==> src/rtl/fpu_ctrl_pkg.sv <==
// fpu_ctrl_pkg: opcodes, default latency table and FSM state type for the FPU latency controller
package fpu_ctrl_pkg;

    localparam logic [3:0] FADD  = 4'd0;
    localparam logic [3:0] FSUB  = 4'd1;
    localparam logic [3:0] FMUL  = 4'd2;
    localparam logic [3:0] FMADD = 4'd3;
    localparam logic [3:0] FMV   = 4'd4;
    localparam logic [3:0] FSGNJ = 4'd5;
    localparam logic [3:0] FDIV  = 4'd6;
    localparam logic [3:0] FCMP  = 4'd7;
    localparam logic [3:0] FCVT  = 4'd8;
    localparam logic [3:0] FSQRT = 4'd9;

    // 16 entries x 5 bits, entry i at bits [i*5 +: 5]
    localparam logic [79:0] FPU_LAT_DEFAULT = {
        30'd0,
        5'd6, 5'd6, 5'd1, 5'd16, 5'd1,
        5'd0, 5'd6, 5'd5, 5'd7,  5'd7
    };

    typedef enum logic {IDLE, BUSY} fpu_state_e;

endpackage

==> src/rtl/fpu_latency_ctrl_if.sv <==
// fpu_latency_ctrl_if: execute-stage to FPU controller handshake; latency write port with FPU_LAT_CSR_EN
interface fpu_latency_ctrl_if #(
    parameter int OP_W  = 4,
    parameter int CNT_W = 5
);
    logic             fpu_sel;
    logic [OP_W-1:0]  fpuOp;
    logic             flush;
    logic             fpu_inprogress;
    logic             fpu_done;
    logic [CNT_W-1:0] fpu_count;
`ifdef FPU_LAT_CSR_EN
    logic             lat_we;
    logic [OP_W-1:0]  lat_waddr;
    logic [CNT_W-1:0] lat_wdata;

    modport master (output fpu_sel, fpuOp, flush, lat_we, lat_waddr, lat_wdata,
                    input  fpu_inprogress, fpu_done, fpu_count);
    modport slave  (input  fpu_sel, fpuOp, flush, lat_we, lat_waddr, lat_wdata,
                    output fpu_inprogress, fpu_done, fpu_count);
`else
    modport master (output fpu_sel, fpuOp, flush,
                    input  fpu_inprogress, fpu_done, fpu_count);
    modport slave  (input  fpu_sel, fpuOp, flush,
                    output fpu_inprogress, fpu_done, fpu_count);
`endif
endinterface

==> src/rtl/fpu_lat_table.sv <==
// fpu_lat_table: per-opcode latency lookup; register file with write port when FPU_LAT_CSR_EN is defined
module fpu_lat_table #(
    parameter int                       OP_W      = 4,
    parameter int                       NUM_OPS   = 16,
    parameter int                       CNT_W     = 5,
    parameter logic [NUM_OPS*CNT_W-1:0] LAT_TABLE = fpu_ctrl_pkg::FPU_LAT_DEFAULT
) (
`ifdef FPU_LAT_CSR_EN
    input  logic             clock,
    input  logic             clear,
    input  logic             i_we,
    input  logic [OP_W-1:0]  i_waddr,
    input  logic [CNT_W-1:0] i_wdata,
`endif
    input  logic [OP_W-1:0]  i_raddr,
    output logic [CNT_W-1:0] o_rdata
);

`ifdef FPU_LAT_CSR_EN
    logic [CNT_W-1:0] r_tab [NUM_OPS];

    // reload defaults on reset, otherwise accept in-range writes
    always_ff @(posedge clock or negedge clear) begin
        if (!clear) begin
            for (int i = 0; i < NUM_OPS; i++) r_tab[i] <= LAT_TABLE[i*CNT_W +: CNT_W];
        end else if (i_we && int'(i_waddr) < NUM_OPS) begin
            r_tab[i_waddr] <= i_wdata;
        end
    end

    assign o_rdata = (int'(i_raddr) < NUM_OPS) ? r_tab[i_raddr] : '0;
`else
    assign o_rdata = (int'(i_raddr) < NUM_OPS) ? LAT_TABLE[int'(i_raddr)*CNT_W +: CNT_W] : '0;
`endif

endmodule

==> src/rtl/fpu_latency_ctrl.sv <==
// fpu_latency_ctrl: stalls the pipeline for multi-cycle FPU ops and strobes done; FPU_LAT_CSR_EN adds a writable latency table
module fpu_latency_ctrl
    import fpu_ctrl_pkg::*;
#(
    parameter int                       OP_W      = 4,
    parameter int                       NUM_OPS   = 16,
    parameter int                       CNT_W     = 5,
    parameter logic [NUM_OPS*CNT_W-1:0] LAT_TABLE = FPU_LAT_DEFAULT
) (
    input logic                clock,
    input logic                clear,
    fpu_latency_ctrl_if.slave  bus
);

    fpu_state_e       r_state;
    logic [CNT_W-1:0] r_count;
    logic [CNT_W-1:0] r_lat_q;
    logic [CNT_W-1:0] w_lat;
    logic             w_issue;
    logic             w_run;
    logic             w_last;

    fpu_lat_table #(
        .OP_W      (OP_W),
        .NUM_OPS   (NUM_OPS),
        .CNT_W     (CNT_W),
        .LAT_TABLE (LAT_TABLE)
    ) u_table (
`ifdef FPU_LAT_CSR_EN
        .clock   (clock),
        .clear   (clear),
        .i_we    (bus.lat_we),
        .i_waddr (bus.lat_waddr),
        .i_wdata (bus.lat_wdata),
`endif
        .i_raddr (bus.fpuOp),
        .o_rdata (w_lat)
    );

    // flush or a dropped fpu_sel kills the op; reset silences the outputs immediately
    assign w_issue = clear && r_state == IDLE && bus.fpu_sel && !bus.flush;
    assign w_run   = clear && r_state == BUSY && bus.fpu_sel && !bus.flush;
    assign w_last  = r_count == r_lat_q - CNT_W'(1);

    assign bus.fpu_inprogress = w_issue ? (w_lat >= CNT_W'(2)) : (w_run && r_count < r_lat_q - CNT_W'(1));
    assign bus.fpu_done       = w_issue ? (w_lat <= CNT_W'(1)) : (w_run && w_last);
    assign bus.fpu_count      = r_count;

    // latch latency at issue, count up to L-1, return to IDLE on completion or abort
    always_ff @(posedge clock or negedge clear) begin
        if (!clear) begin
            r_state <= IDLE;
            r_count <= '0;
            r_lat_q <= '0;
        end else begin
            case (r_state)
                IDLE: if (w_issue && w_lat >= CNT_W'(2)) begin
                    r_state <= BUSY;
                    r_lat_q <= w_lat;
                    r_count <= CNT_W'(1);
                end
                BUSY: if (!w_run || w_last) begin
                    r_state <= IDLE;
                    r_count <= '0;
                end else begin
                    r_count <= r_count + CNT_W'(1);
                end
            endcase
        end
    end

endmodule
==> src/flat_wrapper.sv <==
// flat-port wrapper written by rule: the top's interface ports become plain ports
module fpu_latency_ctrl_flat import fpu_ctrl_pkg::*;
#(
    parameter int                       OP_W      = 4,
    parameter int                       NUM_OPS   = 16,
    parameter int                       CNT_W     = 5,
    parameter logic [NUM_OPS*CNT_W-1:0] LAT_TABLE = FPU_LAT_DEFAULT
)
  (clock, clear, bus_fpu_sel, bus_fpuOp, bus_flush, bus_fpu_inprogress, bus_fpu_done, bus_fpu_count);
  fpu_latency_ctrl_if #(.OP_W(OP_W), .CNT_W(CNT_W)) bus_i ();
  input logic clock;
  input logic clear;
  input wire logic [$bits(bus_i.fpu_sel)-1:0] bus_fpu_sel;
  input wire logic [$bits(bus_i.fpuOp)-1:0] bus_fpuOp;
  input wire logic [$bits(bus_i.flush)-1:0] bus_flush;
  output wire logic [$bits(bus_i.fpu_inprogress)-1:0] bus_fpu_inprogress;
  output wire logic [$bits(bus_i.fpu_done)-1:0] bus_fpu_done;
  output wire logic [$bits(bus_i.fpu_count)-1:0] bus_fpu_count;
  assign bus_i.fpu_sel = bus_fpu_sel;
  assign bus_i.fpuOp = bus_fpuOp;
  assign bus_i.flush = bus_flush;
  assign bus_fpu_inprogress = bus_i.fpu_inprogress;
  assign bus_fpu_done = bus_i.fpu_done;
  assign bus_fpu_count = bus_i.fpu_count;
  fpu_latency_ctrl #(.OP_W(OP_W), .NUM_OPS(NUM_OPS), .CNT_W(CNT_W), .LAT_TABLE(LAT_TABLE)) u_core (.clock(clock), .clear(clear), .bus(bus_i));
endmodule
==> config.mk <==
export PLATFORM = sky130hd
export DESIGN_NAME = fpu_latency_ctrl_flat
export DESIGN_NICKNAME = d
export VERILOG_FILES = /design/src/rtl/fpu_ctrl_pkg.sv /design/src/rtl/fpu_latency_ctrl_if.sv /design/src/rtl/fpu_lat_table.sv /design/src/rtl/fpu_latency_ctrl.sv /design/src/flat_wrapper.sv
export SDC_FILE = /design/constraint.sdc
export NUM_CORES = 1
export LEC_CHECK = 0
export ABC_AREA = 1
export CAP_MARGIN = 5
export CORE_MARGIN = 2
export CORE_UTILIZATION = 35
export CTS_CLUSTER_SIZE = 40
export DETAILED_ROUTE_END_ITERATION = 6
export MAX_ROUTING_LAYER = met4
export SYNTH_ARGS = -nofsm -noshare
export SYNTH_HDL_FRONTEND = slang
export SYNTH_SLANG_ARGS = --single-unit
==> constraint.sdc <==
create_clock -name clock -period 2.1 [get_ports clock]
set_input_delay 0.63 -clock clock [delete_from_list [all_inputs] [get_ports clock]]
set_output_delay 0.63 -clock clock [all_outputs]
set_load 0.05 [all_outputs]
# [After elaboration in Yosys (flattened, before gate mapping)]
# Cells that the tools add are included.
[op_classes] addsub=2 mul=1 div_mod_pow=0 order_cmp=3 n_eq_ne=2 n_shift=1 n_mux=8 bitwise_logic=1 reduce_logical=13
[op_table] op="$shiftx A80 B32 Y5 const A" n=1
[op_table] op="$mux W5" n=2
[op_table] op="$pmux W5 S2" n=1
[op_table] op="$logic_and A1 B1 Y1" n=9
[op_table] op="$mul A4 B3 Y7 const B" n=1
[op_table] op="$add A5 B1 Y5 const B" n=1
[op_table] op="$eq A5 B5 Y1" n=1
[op_table] op="$ge A5 B2 Y1 const B" n=1
[op_table] op="$le A5 B1 Y1 const B" n=1
[op_table] op="$lt A5 B5 Y1" n=1
[op_table] op="$sub A5 B1 Y5 const B" n=1
[op_table] op="$mux W1" n=4
[op_table] op="$logic_not A1 Y1" n=2
[op_table] op="$ne A2 B2 Y1 const B" n=1
[op_table] op="$pmux W1 S2" n=1
[op_table] op="$reduce_and A2 Y1" n=1
[op_table] op="$logic_or A1 B1 Y1" n=1
[op_table] op="$not A1 Y1" n=1
[word_totals] regBits=11 latch_bits=0 ramBits=0 mem_bits_ro=0 out_inout_bits=7 elab_cells=34 mem_count=0

# [Longest topological paths before layout]
[depth] ltp_word=7 mapped_depth=10 depth_no_buf=10

# [Cells and area by module]
# From an unflattened synthesis, not the netlist that was laid out.
[unflattened] cells_unflattened=123 area_unflattened_um2=878.3
[by_module_without_submodules] mod="fpu_latency_ctrl" instances=1 cells_each=105 area_each_um2=807.0
[by_module_without_submodules] mod="fpu_lat_table" instances=1 cells_each=18 area_each_um2=71.3

# [Worst setup path before layout]
# No wires, ideal clock.
[synth_timing] path_type="register to output" startpoint="register u_core.r_lat_q[0]" endpoint="output port bus_fpu_done" arrival_time_ns=2.572 t_required_ns=1.470 path_slack_ns=-1.102 stages_incl_launch_ff=10 n_path_buf=0 cell_sequence="dfrtp_1 > inv_1 > ha_1 > ha_1 > xnor2_1 > ha_1 > nand2_1 > nor2_1 > nand2_1 > o21ai_0"
[synth_via] elab_chain_cells=4
[synth_lines] element="start: declaration" line="fpu_latency_ctrl.sv:17" source="logic [CNT_W-1:0] r_lat_q;"
[synth_lines] element="start signal: assignment" line="fpu_latency_ctrl.sv:59" source="r_lat_q <= w_lat;"
[synth_lines] element="$sub A5 B1 Y5" line="fpu_latency_ctrl.sv:43" source="assign w_last = r_count == r_lat_q - CNT_W'(1);"
[synth_lines] element="$eq A5 B5 Y1" line="fpu_latency_ctrl.sv:43"
[synth_lines] element="$logic_and A1 B1 Y1" line="fpu_latency_ctrl.sv:46" source="assign bus.fpu_done = w_issue ? (w_lat <= CNT_W'(1)) : (w_run && w_last);"
[synth_lines] element="$mux W1" line="fpu_latency_ctrl.sv:46"
[synth_lines] element="end: declaration" line="flat_wrapper.sv:17" source="output wire logic [$bits(bus_i.fpu_done)-1:0] bus_fpu_done;"
# No other way between the ends.

# [Final worst setup path]
[layout_timing] startpoint="register u_core.r_lat_q[0]" endpoint="output port bus_fpu_inprogress"
[layout_via] elab_chain_cells=4
[layout_lines] element="$sub A5 B1 Y5" line="fpu_latency_ctrl.sv:45" source="assign bus.fpu_inprogress = w_issue ? (w_lat >= CNT_W'(2)) : (w_run && r_count < r_lat_q - CNT_W'(1));"
[layout_lines] element="$lt A5 B5 Y1" line="fpu_latency_ctrl.sv:45"
[layout_lines] element="$logic_and A1 B1 Y1" line="fpu_latency_ctrl.sv:45"
[layout_lines] element="$mux W1" line="fpu_latency_ctrl.sv:45"
[layout_lines] element="end: declaration" line="flat_wrapper.sv:16" source="output wire logic [$bits(bus_i.fpu_inprogress)-1:0] bus_fpu_inprogress;"
# No other way between the ends.

==> qor.csv <==
stage;metric;value;unit
routing;via count;765;
global_route;largest net degree at the start of global routing;13;
final_layout;Nets;153;
synthesis;Netlist cell types;17;
final_layout;ant diodes;0;
worst_setup_path;slowest cell on the critical path;dfrtp_1;
routing;Vias/cell;4.72;
floorplan;overall die area;2510;sq um
sta;Setup TNS Final;-1.18;ns
synthesis;Seq/Total Area, Yosys;33.6;%
sta;Slew HR;84.0;%
synthesis;Ys Warns;0;
worst_setup_path;CP startpoint kind;flop;
routing;DRT met1 WL;854;um
sta;RSZ-0062 raised after global routing;yes;
worst_setup_path;family with the most delay on the worst path;adder cells;
worst_setup_path;Worst Path Max Fanout;2;
placement;port bufs;14;
floorplan;floorplan core area;1980;sq um
routing;Total Wirelength;1840;um
routing;Initial DRC Count;17;
synthesis;Mapped Cells;100;
floorplan;Starting Density;37.6;%
power;power density cells;609;nW/um^2
run;maxcap violations;0;
final_layout;layout cells sized above 1;34.1;%
global_route;initial antenna violation count;0;
power;Peak VDD IR;0.424;mV
routing;ANT nets after route;0;
power;Pwr Total;0.000704;W
global_route;first-pass GRT wire length;3310;um
clocking;hold bufs inserted after CTS;0;
worst_setup_path;crit-path cells;inv_2 > ha_4 > ha_4 > xnor2_2 > ha_1 > a21oi_1 > nand4_1 > nand2_4 > buf_12;
clocking;clk slew on worst S/H paths;0.07;ns
global_route;total track usage;17.8;%
sta;Max Slew Vio Count;0;
floorplan;# IOs;15;
floorplan;FP Rows;16;
synthesis;Netlist Area Pre-Place;744;sq um
placement;Setup WS pre-CTS;-0.384;ns
routing;DR WL met2;915;um
floorplan;Chip Width;50.1;um
synthesis;FF+latch count, synth;10;
routing;Max Used Layer;met4;
worst_setup_path;CP Class;flop to output port;
sta;final cycle utilization of the critical path;129;%
final_layout;Finished Core Util;58.3;%
global_route;GRT overflow;0;
sta;Final min period;2.71;ns
clocking;H-tree lvl count;1;
global_route;vias in the first global route;756;
sta;Worst Clk Skew;0.00387;ns
placement;HPWL after DPL;1450;um
worst_setup_path;CP endpoint kind;output port;
sta;Final Setup Violations;2;
clocking;Sink Count;10;
clocking;clock buffer depth;2;
worst_setup_path;Crit path top cell by count;ha_4;
min_path;Hold Path Class;flop to flop;
sta;Worst Tran Pin Value;0.239;ns
clocking;CTS tree;built;
floorplan;die height;50.1;um
power;P_leak;0.611;nW
sta;endpoints failing hold;0;
clocking;root buffer cell;clkbuf_4;
sta;FMAX;0.370;GHz
worst_setup_path;worst path required time;1.47;ns
final_layout;P&R area growth vs syn;55.3;%
sta;final worst slack;-0.605;ns
clocking;TritonCTS buffer count;3;
synthesis;Synthesized Nets;116;
worst_setup_path;Largest stage delay, worst path;0.38;ns
routing;Post-route DRC;0;
routing;DR WL/cell;11.4;um
routing;Met3 Wirelength;60;um
synthesis;syn avg cell area;7.44;sq um
status;failing checks;negative setup slack;
worst_setup_path;Arr. time, crit path;2.08;ns
status;status;complete, but fails checks;
placement;GP Congestion;0.808;
worst_setup_path;Buffers & Inverters on Critical Path;2;
routing;iteration count of the initial detailed-routing pass;4;
clocking;worst skew pair latency;0.27;ns
==> cell families after synthesis <==
| kind of cell | count (synthesis) | share of synthesized area [%] |
|---|---|---|
| AO/OA/AOI/OAI | 6 | 5.04 |
| buffers and inverters | 17 | 9.58 |
| XOR/XNOR | 3 | 3.53 |
| adder cells (fa/ha/maj) | 8 | 13.4 |
| flip-flops | 10 | 33.6 |
| AND/OR/NAND/NOR | 56 | 34.8 |
==> final timing paths <==
check                                   from  slack (ns)  cells after the start                 endpoint
setup / recovery           u_core.r_lat_q[0]       -0.61                      9       bus_fpu_inprogress
hold reg to reg            u_core.r_lat_q[2]        0.50                      2        u_core.r_lat_q[2]
min in group asynchronous              clear        0.74                      2        u_core.r_lat_q[0]
setup reg to reg           u_core.r_lat_q[0]        0.05                     12  u_core.bus.fpu_count[3]
max in group asynchronous              clear        1.22                      2  u_core.bus.fpu_count[4]
hold / removal             u_core.r_lat_q[2]        0.50                      2        u_core.r_lat_q[2]
==> sequential cells by signal (all words and copies together), names as in the netlist <==
signal and cells:
u_core.r_state 1, u_core.r_lat_q 4, u_core.bus.fpu_count 5
==> worst register-to-register path, cell delays in order (launching register included) <==
cell,delay (ns)
dfrtp_1,0.38
inv_2,0.07
ha_4,0.16
ha_4,0.15
xnor2_2,0.13
ha_1,0.32
nand2_2,0.10
nor2_4,0.05
buf_4,0.12
buf_4,0.12
a21oi_2,0.23
nand2_1,0.08
nand2_1,0.07
==> repair_timing <==
| item | CTS | global route |
|---|---|---|
| pin swaps | 5 | 3 |
| endpoints found under the setup margin | 2 | 7 |
| buffers inserted | 3 | 0 |
| resized for setup | 4 | 1 |
| hold endpoints to repair | 0 | 0 |
==> cell type report <==
type	instances	area [sq um]
Clock buffer	3	22.5
Multi-Input combinational cell	73	499
Inverter	16	60.1
Sequential cell	10	250
Tap cell	27	33.8
Fill cell	179	826
Timing Repair Buffer	33	290
==> cell usage after synthesis, drive strengths merged <==
cell type	number	area, sq um
buf	1	11.3
nand4	4	25.0
ha	8	100
nand2	32	133
a21oi	2	13.8
xor2	1	8.76
inv	16	60.1
o21ai	4	23.8
dfrtp	10	250
xnor2	2	17.5
nand3	15	75.1
nor2	5	26.3
==> metrics by stage <==
step | hold slack [ns] | std cells | area [sq um]
detailed placement | 0.469 | 156 | 1090
floorplan | 0.334 | 100 | 796
finish | 0.496 | 162 | 1160
global route | 0.570 | 162 | 1160
global placement | 0.459 | 156 | 1090
CTS | 0.504 | 162 | 1160
==> routing by layer <==
| metal | global-route usage (%) | vias up |
|---|---|---|
| met4 | 2.78 | 0 |
| li1 | - | 394 |
| met1 | 22.0 | 359 |
| met2 | 28.9 | 10 |
| met5 | - | - |
| met3 | 5.45 | 2 |
==> cells in the final DEF (no fill, tap or decap) <==
master / instances
nand2_1: 26
buf_4: 24
nand3_1: 15
inv_1: 14
dfrtp_1: 10
clkdlybuf4s50_1: 7
ha_1: 5
nand2_2: 4
nand4_1: 4
nor2_1: 3
ha_4: 3
clkbuf_4: 3
inv_2: 2
nor2_4: 2
nand2_4: 2
o21ai_0: 2
buf_12: 2
xnor2_2: 1
a21oi_1: 1
o21ai_4: 1
a21oi_2: 1
o21ai_2: 1
xnor2_1: 1
xor2_1: 1
==> where the power goes <==
group          total, W  leakage (nW)  internal [W]  switching [W]
registers      0.000227         0.133      0.000213      0.0000148
logic          0.000343         0.464      0.000168       0.000175
clock network  0.000134        0.0138     0.0000663      0.0000676
No activity file was read; power rests on OpenSTA's default activity.
